## config.mk

```make
export PLATFORM = sky130hd
export DESIGN_NAME = rr_arb_spill
export DESIGN_NICKNAME = d
export VERILOG_FILES = /design/src/rtl/rr_arb_spill.sv
export SDC_FILE = /design/constraint.sdc
export NUM_CORES = 1
export LEC_CHECK = 0
export ABC_CLOCK_PERIOD_IN_PS = 2610
export BUFFER_PORTS_ARGS = -buffer_cell sky130_fd_sc_hd__buf_2
export CORE_MARGIN = 8
export CORE_UTILIZATION = 57
export DETAILED_ROUTE_END_ITERATION = 6
export PLACE_DENSITY = 0.86
export REMOVE_ABC_BUFFERS = 1
export SLEW_MARGIN = 30
export SYNTH_ARGS = -nofsm -noshare
export SYNTH_HDL_FRONTEND = slang
export SYNTH_SLANG_ARGS = --single-unit
```

## constraint.sdc

```tcl
create_clock -name clk_i -period 2.61 [get_ports clk_i]
set_input_delay 0.261 -clock clk_i [delete_from_list [all_inputs] [get_ports clk_i]]
set_output_delay 0.261 -clock clk_i [all_outputs]
set_load 0.005 [all_outputs]
```

## src/rtl/rr_arb_spill.sv

```systemverilog
// rr_arb_spill: N-input to 1-output stream merger.
//
// Each input stream passes through a two-entry spill register (slot A is
// presented to the arbiter, slot B absorbs one extra beat). Because in_ready_o
// comes only from registered state, no combinational path runs from any input
// port to the output port. A round-robin arbiter with lock-in merges the slot-A
// heads onto a single valid/ready output.
//
// Ports:
//   clk_i        rising-edge clock
//   rst_i        synchronous active-high reset
//   in_valid_i   per-input valid                 [NUM_IN]
//   in_ready_o   per-input ready                 [NUM_IN]
//   in_data_i    per-input payload               [NUM_IN][DATA_WIDTH]
//   out_valid_o  merged output valid
//   out_ready_i  consumer ready
//   out_data_o   granted payload (0 when not valid)
//   out_idx_o    granted input index (0 when not valid)
module rr_arb_spill #(
    parameter  int NUM_IN     = 4,
    parameter  int DATA_WIDTH = 32,
    localparam int IDX_WIDTH  = (NUM_IN > 1) ? $clog2(NUM_IN) : 1
) (
    input  logic                               clk_i,
    input  logic                               rst_i,
    input  logic [NUM_IN-1:0]                  in_valid_i,
    output logic [NUM_IN-1:0]                  in_ready_o,
    input  logic [NUM_IN-1:0][DATA_WIDTH-1:0]  in_data_i,
    output logic                               out_valid_o,
    input  logic                               out_ready_i,
    output logic [DATA_WIDTH-1:0]              out_data_o,
    output logic [IDX_WIDTH-1:0]               out_idx_o
);

    logic [NUM_IN-1:0]     a_full;
    logic [DATA_WIDTH-1:0] a_data [NUM_IN];
    logic [NUM_IN-1:0]     push;
    logic [NUM_IN-1:0]     drain;

    logic [IDX_WIDTH-1:0]  gnt_idx;
    logic                  hs;

    logic [IDX_WIDTH-1:0]  rr_ptr_q, rr_ptr_d;
    logic                  lock_q, lock_d;
    logic [IDX_WIDTH-1:0]  lock_idx_q, lock_idx_d;

    // ------------------------------------------------------------------
    // Per-input spill registers
    // ------------------------------------------------------------------
    genvar gi;
    generate
        for (gi = 0; gi < NUM_IN; gi++) begin : g_spill
            logic                  a_full_q, a_full_d;
            logic                  b_full_q, b_full_d;
            logic [DATA_WIDTH-1:0] a_data_q, a_data_d;
            logic [DATA_WIDTH-1:0] b_data_q, b_data_d;

            // Ready depends on slot B only, so a full A never blocks the
            // upstream for one beat and out_ready_i never reaches in_ready_o.
            assign in_ready_o[gi] = ~b_full_q & ~rst_i;
            assign push[gi]       = in_valid_i[gi] & in_ready_o[gi];
            assign drain[gi]      = hs & (gnt_idx == IDX_WIDTH'(gi));
            assign a_full[gi]     = a_full_q;
            assign a_data[gi]     = a_data_q;

            always_comb begin
                a_full_d = a_full_q;
                b_full_d = b_full_q;
                a_data_d = a_data_q;
                b_data_d = b_data_q;
                if (drain[gi] && b_full_q) begin
                    // Refill A from B; ready is low this cycle so no push.
                    a_data_d = b_data_q;
                    b_full_d = 1'b0;
                end else if (drain[gi]) begin
                    // A drains with B empty: an incoming beat lands in A.
                    a_full_d = push[gi];
                    if (push[gi]) begin
                        a_data_d = in_data_i[gi];
                    end
                end else if (push[gi]) begin
                    if (!a_full_q) begin
                        a_full_d = 1'b1;
                        a_data_d = in_data_i[gi];
                    end else begin
                        b_full_d = 1'b1;
                        b_data_d = in_data_i[gi];
                    end
                end
            end

            always_ff @(posedge clk_i) begin
                if (rst_i) begin
                    a_full_q <= 1'b0;
                    b_full_q <= 1'b0;
                    a_data_q <= '0;
                    b_data_q <= '0;
                end else begin
                    a_full_q <= a_full_d;
                    b_full_q <= b_full_d;
                    a_data_q <= a_data_d;
                    b_data_q <= b_data_d;
                end
            end
        end
    endgenerate

    // ------------------------------------------------------------------
    // Round-robin selection with lock-in
    // ------------------------------------------------------------------
    // Scan offsets from the highest down so the lowest offset from the
    // pointer that is requesting wins.
    always_comb begin
        int cand;
        cand    = 0;
        gnt_idx = '0;
        if (lock_q) begin
            gnt_idx = lock_idx_q;
        end else begin
            for (int off = NUM_IN - 1; off >= 0; off--) begin
                cand = int'(rr_ptr_q) + off;
                if (cand >= NUM_IN) begin
                    cand = cand - NUM_IN;
                end
                if (a_full[cand[IDX_WIDTH-1:0]]) begin
                    gnt_idx = cand[IDX_WIDTH-1:0];
                end
            end
        end
    end

    assign out_valid_o = (|a_full) & ~rst_i;
    assign out_data_o  = out_valid_o ? a_data[gnt_idx] : '0;
    assign out_idx_o   = out_valid_o ? gnt_idx : '0;
    assign hs          = out_valid_o & out_ready_i;

    // A stalled offer is pinned to its index so the output stays stable
    // until the consumer takes it.
    always_comb begin
        rr_ptr_d   = rr_ptr_q;
        lock_d     = lock_q;
        lock_idx_d = lock_idx_q;
        if (hs) begin
            lock_d   = 1'b0;
            rr_ptr_d = (gnt_idx == IDX_WIDTH'(NUM_IN - 1)) ? '0 : gnt_idx + 1'b1;
        end else if (out_valid_o) begin
            lock_d     = 1'b1;
            lock_idx_d = gnt_idx;
        end
    end

    always_ff @(posedge clk_i) begin
        if (rst_i) begin
            rr_ptr_q   <= '0;
            lock_q     <= 1'b0;
            lock_idx_q <= '0;
        end else begin
            rr_ptr_q   <= rr_ptr_d;
            lock_q     <= lock_d;
            lock_idx_q <= lock_idx_d;
        end
    end

endmodule

```

==> results.yml, run 1 <==
timing:
  period_share_pct: 103
  relSlewSlack_pct: 53.5
  finalWorstSetupSlack_ps: -87.0
  fin_tns_setup_ps: -742
  fmax_mhz: 371
  setup_viol: 25
  rsz0062_at_grt: "true"
  fin_skew_ps: 12.2
  final_hold_viol_count: 0
  drv_slew: 0
  worstMarginPinSlew_ps: 698
  period_needed_ps: 2700
global_route:
  track_usage_pct: 30.1
  grt_first_pass_wirelength_mm: 63.5
  grt_max_degree: 146
  gr-total-overflow: 0
  grt_pass1_vias: 11700
  grt_antenna_before_repair: 3
clocking:
  clock_tree.root_cell: "clkbuf_16"
  numCtsBuffers: 27
  clkTransAtPathRegs_ps: 60
  clock_sinks: 269
  tritoncts: "done"
  worstSkewPairLatency_ps: 540
  clockBufferDepth: 3
  h-tree-depth: 1
placement:
  io_buffers: 173
  dp_hpwl_mm: 23.7
  gp_congestion: 0.941
  dpl_cell_area_sq_mm: 0.0130
  placedCellCount: 1720
  place_ws_ps: 235
worst_setup_path:
  crit_fanout: 7
  cp.arrival_ps: 2440
  critPathLaunchType: "flip-flop"
  cpPeakStageDelay_ps: 350
  worst_path_max_delay_cell: "dfxtp_4"
  crit_path_cell_trace: "buf_6 -> nand2_4 -> a31oi_4 -> o31ai_4 -> buf_6 -> buf_12 -> mux2i_4 -> o22ai_4 -> buf_2"
  crit_top_cell: "buf_6"
  ff2ff_path_depth: 10
  critPathLaunch: "g_spill[0].a_full_q$_SDFFE_PP0P_"
  reg2reg_from: "g_spill[0].a_full_q$_SDFFE_PP0P_"
  rr_endpoint: "g_spill[3].b_data_q[14]$_SDFFE_PP0P_"
  critical_path_class: "flip-flop to output port"
  cp.required_ps: 2350
  cp-endpoint: "out_data_o[27]"
  cp-end-kind: "output port"
  ff2ff_setup_slack_ps: 70
route:
  routed_wl_mm: 42.1
  antenna_left: 0
  drt_iter0_drc: 1359
  wl_per_cell_um: 22.2
  drtPass1Iterations: 6
  via_count: 11700
  drc: 0
  via_per_inst: 6.19
floorplanning:
  coreArea_sq_mm: 0.0203
  dieArea_sq_mm: 0.0256
  rows: 52
  die_w_um: 160
  die_h_um: 160
  initial_core_util_pct: 58.2
  num_io_pins: 174
cells_and_area:
  nNetsFinal: 1739
  area_delta_synth_final_pct: 34.8
  stdcell_area_sq_mm: 0.0159
  final_layout_size_suffix_gt1_share_pct: 24.6
  final_util_pct: 78.5
  final_cell_mix: "dfxtp_1 (263), nand2_1 (202), a21oi_1 (176)"
  fin_cells: 1896
  layout_commonest_cell: "dfxtp_1"
synth:
  synth_cell_types: 60
  async_flop_share_pct: 0
  synth_top_cell_by_area: "dfxtp_1"
  post_synth_main_area_contributors: "dfxtp_1 (46%), mux2i_1 (14%), a21oi_1 (7.5%), nand2_1 (6.5%), nor2_1 (4.7%)"
  yosysSeqAreaShare_pct: 45.6
  syn_inst: 1343
  yosysWarnings: 0
  yosys_register_bits: 269
  avgSynthCellArea_sq_um: 8.79
  synth_edf_count: 0
  yosys_most_used_dff: "dfxtp_1"
  synth_area_sq_mm: 0.0118
  yosys.area.top_type_share_pct: 45.6
run_status:
  violations: "setup timing"
  status: "finished with violations"
pwr:
  ir_worst_vdd_mv: 0.635
  p_per_area_mw_per_mm2: 695
  p_leak_nw: 5.83
hold_path:
  hp-class: "primary input to flip-flop"
flow_run:
  drv_cap: 0
## layout make-up
class,count,area [sq um]
clock buffer,39,791
clock inverter,10,183
tap,270,338
fill,1288,4370
antenna,2,5.00
sequential,269,5410
timing repair buffer,344,2740
inverter,40,150
multi-input combinational,922,6310
## stage by stage
| step | hold WS, ps | total power, W |
|---|---|---|
| after floorplan | 330 | 0.00552 |
| after global placement | 440 | 0.00613 |
| after detailed placement | 446 | 0.00618 |
| after CTS | 0.205 | 0.0108 |
| after global routing | 5.48 | 0.0114 |
| final | 7.83 | 0.0111 |
## report_power, final
group / internal, W / switching, W / leakage (nW) / total [W]
Sequential: 0.00436 / 0.000246 / 2.20 / 0.00461
Combinational: 0.00102 / 0.00116 / 3.16 / 0.00217
Clock: 0.00260 / 0.00170 / 0.480 / 0.00429
## critical path: cells and delay by family (launching register included)
kind | cells | cell delay (ps)
mux | 1 | 320
flops | 1 | 350
simple gates | 1 | 70
compound gates | 3 | 470
buf+inv | 4 | 660
## cell usage after synthesis, drive strengths merged, types with 2 or more instances
cell / n
a211oi: 37
a21oi: 181
a31oi: 4
and3: 4
buf: 65
clkbuf: 47
dfxtp: 269
inv: 39
mux2i: 160
nand2: 205
nand2b: 7
nand3: 4
nand3b: 2
nor2: 148
nor2b: 2
nor3: 3
nor3b: 3
nor4: 3
o21a: 2
o21ai: 40
o221a: 32
o221ai: 32
o22ai: 32
o31ai: 3
or2: 5
## logic make-up (layout without fill, tap and decap cells)
kind of cell    after synthesis  count (layout)  share of synthesized area (%)
compound gates              373             373                           21.0
mux                         160             160                           13.6
flops                       269             269                           45.6
simple gates                389             389                           13.6
other cells                   0               2                              0
buf+inv                     152             433                           6.27
## state kept, by name, indices dropped and copies added (netlist names)
name / cells
g_spill.b_full_q: 4
lock_q: 1
lock_idx_q: 2
g_spill.a_data_q: 128
g_spill.a_full_q: 4
rr_ptr_q: 2
g_spill.b_data_q: 128
## how the worst min path moves through the flow
stage,start,endpoint,depth (start not counted)
floorplan,rst_i,g_spill[0].b_data_q[0]$_SDFFE_PP0P_,1
global placement,g_spill[0].b_data_q[6]$_SDFFE_PP0P_,g_spill[0].b_data_q[6]$_SDFFE_PP0P_,2
detailed placement,g_spill[0].b_data_q[13]$_SDFFE_PP0P_,g_spill[0].b_data_q[13]$_SDFFE_PP0P_,2
CTS,in_data_i[28],g_spill[0].b_data_q[28]$_SDFFE_PP0P_,3
global route,in_data_i[96],g_spill[3].a_data_q[0]$_SDFFE_PP0P_,2
finish,in_data_i[120],g_spill[3].b_data_q[24]$_SDFFE_PP0P_,3
## routing by layer
layer | global-route usage [%] | wire, um
met2 | 49.7 | 19900
met1 | 36.3 | 15800
met3 | 5.96 | 3740
met5 | 0 | 13
met4 | 16.8 | 2670
## timing repair
item,4_1_cts,5_1_grt
endpoints found under the setup margin,32,34
gates cloned,3,2
pin swaps,15,4
resized for setup,73,59
setup buffers,9,1
hold buffers,113,0
endpoints found under the hold margin,125,0
Note: power is estimated with default switching activity, not from simulation.
==> run 2, diff against run 1 <==
CAP_MARGIN = 20   (was not set)
CORE_UTILIZATION = 30   (was 57)
GPL_TIMING_DRIVEN = 0   (was not set)
PLACE_DENSITY = 0.53   (was 0.86)
==> run 2 against run 1 <==
Effect of this change:
- the run still ends with setup timing left
- flip-flop and latch count is the same
- power rose by 5.1%
- clock power up 5.8%
- hold slack improved by 28 ps
- critical path type unchanged
- count of clock-buffer cells in the layout up 1
- first-iteration DRC count fell by 64%
- final area up 8.5%
- critical path depth is 2 higher
- register-to-register slack worse by 100 ps
==> results.yml, run 2 (synthesis results as in run 1) <==
cells_and_area:
  reg.largest.list: "g_spill.a_data_q: 128 flops, g_spill.b_data_q: 128 flops"
  layout_commonest_cell: "dfxtp_1"
  area_delta_synth_final_pct: 46.3
  final_layout_size_suffix_gt1_share_pct: 26.5
  stdcell_area_sq_mm: 0.0173
  nNetsFinal: 1804
  final_util_pct: 44.6
  final_cell_mix: "dfxtp_1 (262), nand2_1 (202), a21oi_1 (177)"
worst_setup_path:
  crit_fanout: 7
  crit_top_cell: "buf_12"
  cp.required_ps: 2350
  worst_path_max_delay_cell: "dfxtp_4"
  ff2ff_path_depth: 7
  cp-end-kind: "output port"
  cpPeakStageDelay_ps: 360
  critPathLaunchType: "flip-flop"
  critical_path_class: "flip-flop to output port"
  crit_path_cell_trace: "nand2b_4 -> nand2_2 -> a31oi_2 -> o31ai_4 -> buf_6 -> buf_8 -> buf_12 -> buf_12 -> mux2i_4 -> o22ai_1 -> buf_2"
  cp.arrival_ps: 2580
  critPathBufInv: 5
  crit_family: "buffers and inverters"
  cp.depth: 11
global_route:
  gr-total-overflow: 0
  track_usage_pct: 16.6
  grt_max_degree: 109
  grt_pass1_vias: 10500
  grt_antenna_before_repair: 1
  grt_first_pass_wirelength_mm: 61.3
route:
  drc: 0
  wl_per_cell_um: 19.1
  drt_iter0_drc: 485
  drtPass1Iterations: 5
  routed_wl_mm: 42.1
  via_count: 10800
  via_per_inst: 4.88
  antenna_left: 0
floorplanning:
  coreArea_sq_mm: 0.0387
  die_h_um: 214
  num_io_pins: 174
  dieArea_sq_mm: 0.0460
  die_w_um: 214
  rows: 72
  initial_core_util_pct: 30.5
timing:
  fmax_mhz: 352
  hold_ws_ps: 35.5
  relSlewSlack_pct: 45.2
  fin_skew_ps: 18.1
  final_hold_viol_count: 0
  worstMarginPinSlew_ps: 819
  rsz0062_at_grt: "true"
  setup_viol: 33
  drv_slew: 0
  finalWorstSetupSlack_ps: -230
  period_needed_ps: 2840
  period_share_pct: 109
pwr:
  p_leak_nw: 6.31
  p_per_area_mw_per_mm2: 673
  ir_worst_vdd_mv: 0.520
clocking:
  clkTransAtPathRegs_ps: 60
  clock_sinks: 269
  clock_tree.root_cell: "clkbuf_16"
  tritoncts: "done"
  numCtsBuffers: 31
  clockBufferDepth: 3
  h-tree-depth: 1
  worstSkewPairLatency_ps: 570
placement:
  place_ws_ps: -668
  gp_congestion: 0.813
  io_buffers: 173
  dpl_cell_area_sq_mm: 0.0134
  dp_hpwl_mm: 26.8
hold_path:
  hp-class: "primary input to flip-flop"
  hold_depth: 3
run_status:
  status: "finished with violations"
  violations: "setup timing"
flow_run:
  drv_cap: 0
run 2: cell count changes in the layout (fill, tap and decap cells not counted), moves of 4 or more:
| cell | delta |
|---|---|
| buf_16 | +14 |
| buf_8 | +10 |
| buf_6 | +7 |
| clkinv_2 | +4 |
| dlygate4sd3_1 | +18 |
| clkbuf_8 | -4 |
| clkbuf_16 | +4 |
run 2: metal layers:
metal	vias up	track usage, %	wire, um	part of all wire [%]
met2	266	27.5	19900	47
li1	5380	-	-	-
met3	80	2.14	1670	4.0
met4	0	7.63	1720	4.1
met5	-	0	0	0
met1	5054	21.4	18800	45
run 2: worst paths after layout:
check,slack (ps),from,to
min reg2reg,450,g_spill[0].b_data_q[20]$_SDFFE_PP0P_,g_spill[0].b_data_q[20]$_SDFFE_PP0P_
max reg2reg,-30,g_spill[2].a_full_q$_SDFFE_PP0P_,g_spill[2].a_data_q[0]$_SDFFE_PP0P_
max,-230,rr_ptr_q[0]$_SDFFE_PP0P_,out_data_o[12]
min,40,in_valid_i[2],g_spill[2].a_full_q$_SDFFE_PP0P_
run 2: cell type report:
class	instances	area, sq um
Fill cell	3706	21500
Multi-Input combinational cell	928	6410
Sequential cell	269	5410
Timing Repair Buffer	399	3600
Clock buffer	40	840
Tap cell	518	648
Clock inverter	16	218
Inverter	40	158
Antenna cell	1	2.50
run 2: timing repair:
item | 4_1_cts | 5_1_grt
hold buffers | 131 | 0
setup buffers | 38 | 23
endpoints found under the setup margin | 224 | 143
gates cloned | 3 | 6
endpoints found under the hold margin | 204 | 0
pin swaps | 16 | 22
gates resized for setup | 118 | 30
run 2: stage by stage:
step | setup TNS, ps | power (W) | instances
final | -4750 | 0.0116 | 2211
after floorplan | -151720 | 0.00552 | 1231
after CTS | -5070 | 0.0115 | 2182
after detailed placement | -50570 | 0.00627 | 1954
after global placement | -1538090 | 0.00618 | 1922
after global routing | -9120 | 0.0121 | 2211
run 2: power breakdown:
| part | internal, W | switching, W |
|---|---|---|
| logic | 0.00129 | 0.00125 |
| clock network | 0.00275 | 0.00178 |
| registers | 0.00436 | 0.000196 |
run 2: worst min-delay path, delay by kind of cell:
kind | cells | cell delay, ps
AOI/OAI and AO/OA | 1 | 80
buffers and inverters | 1 | 100
and+or+nand+nor | 1 | 120
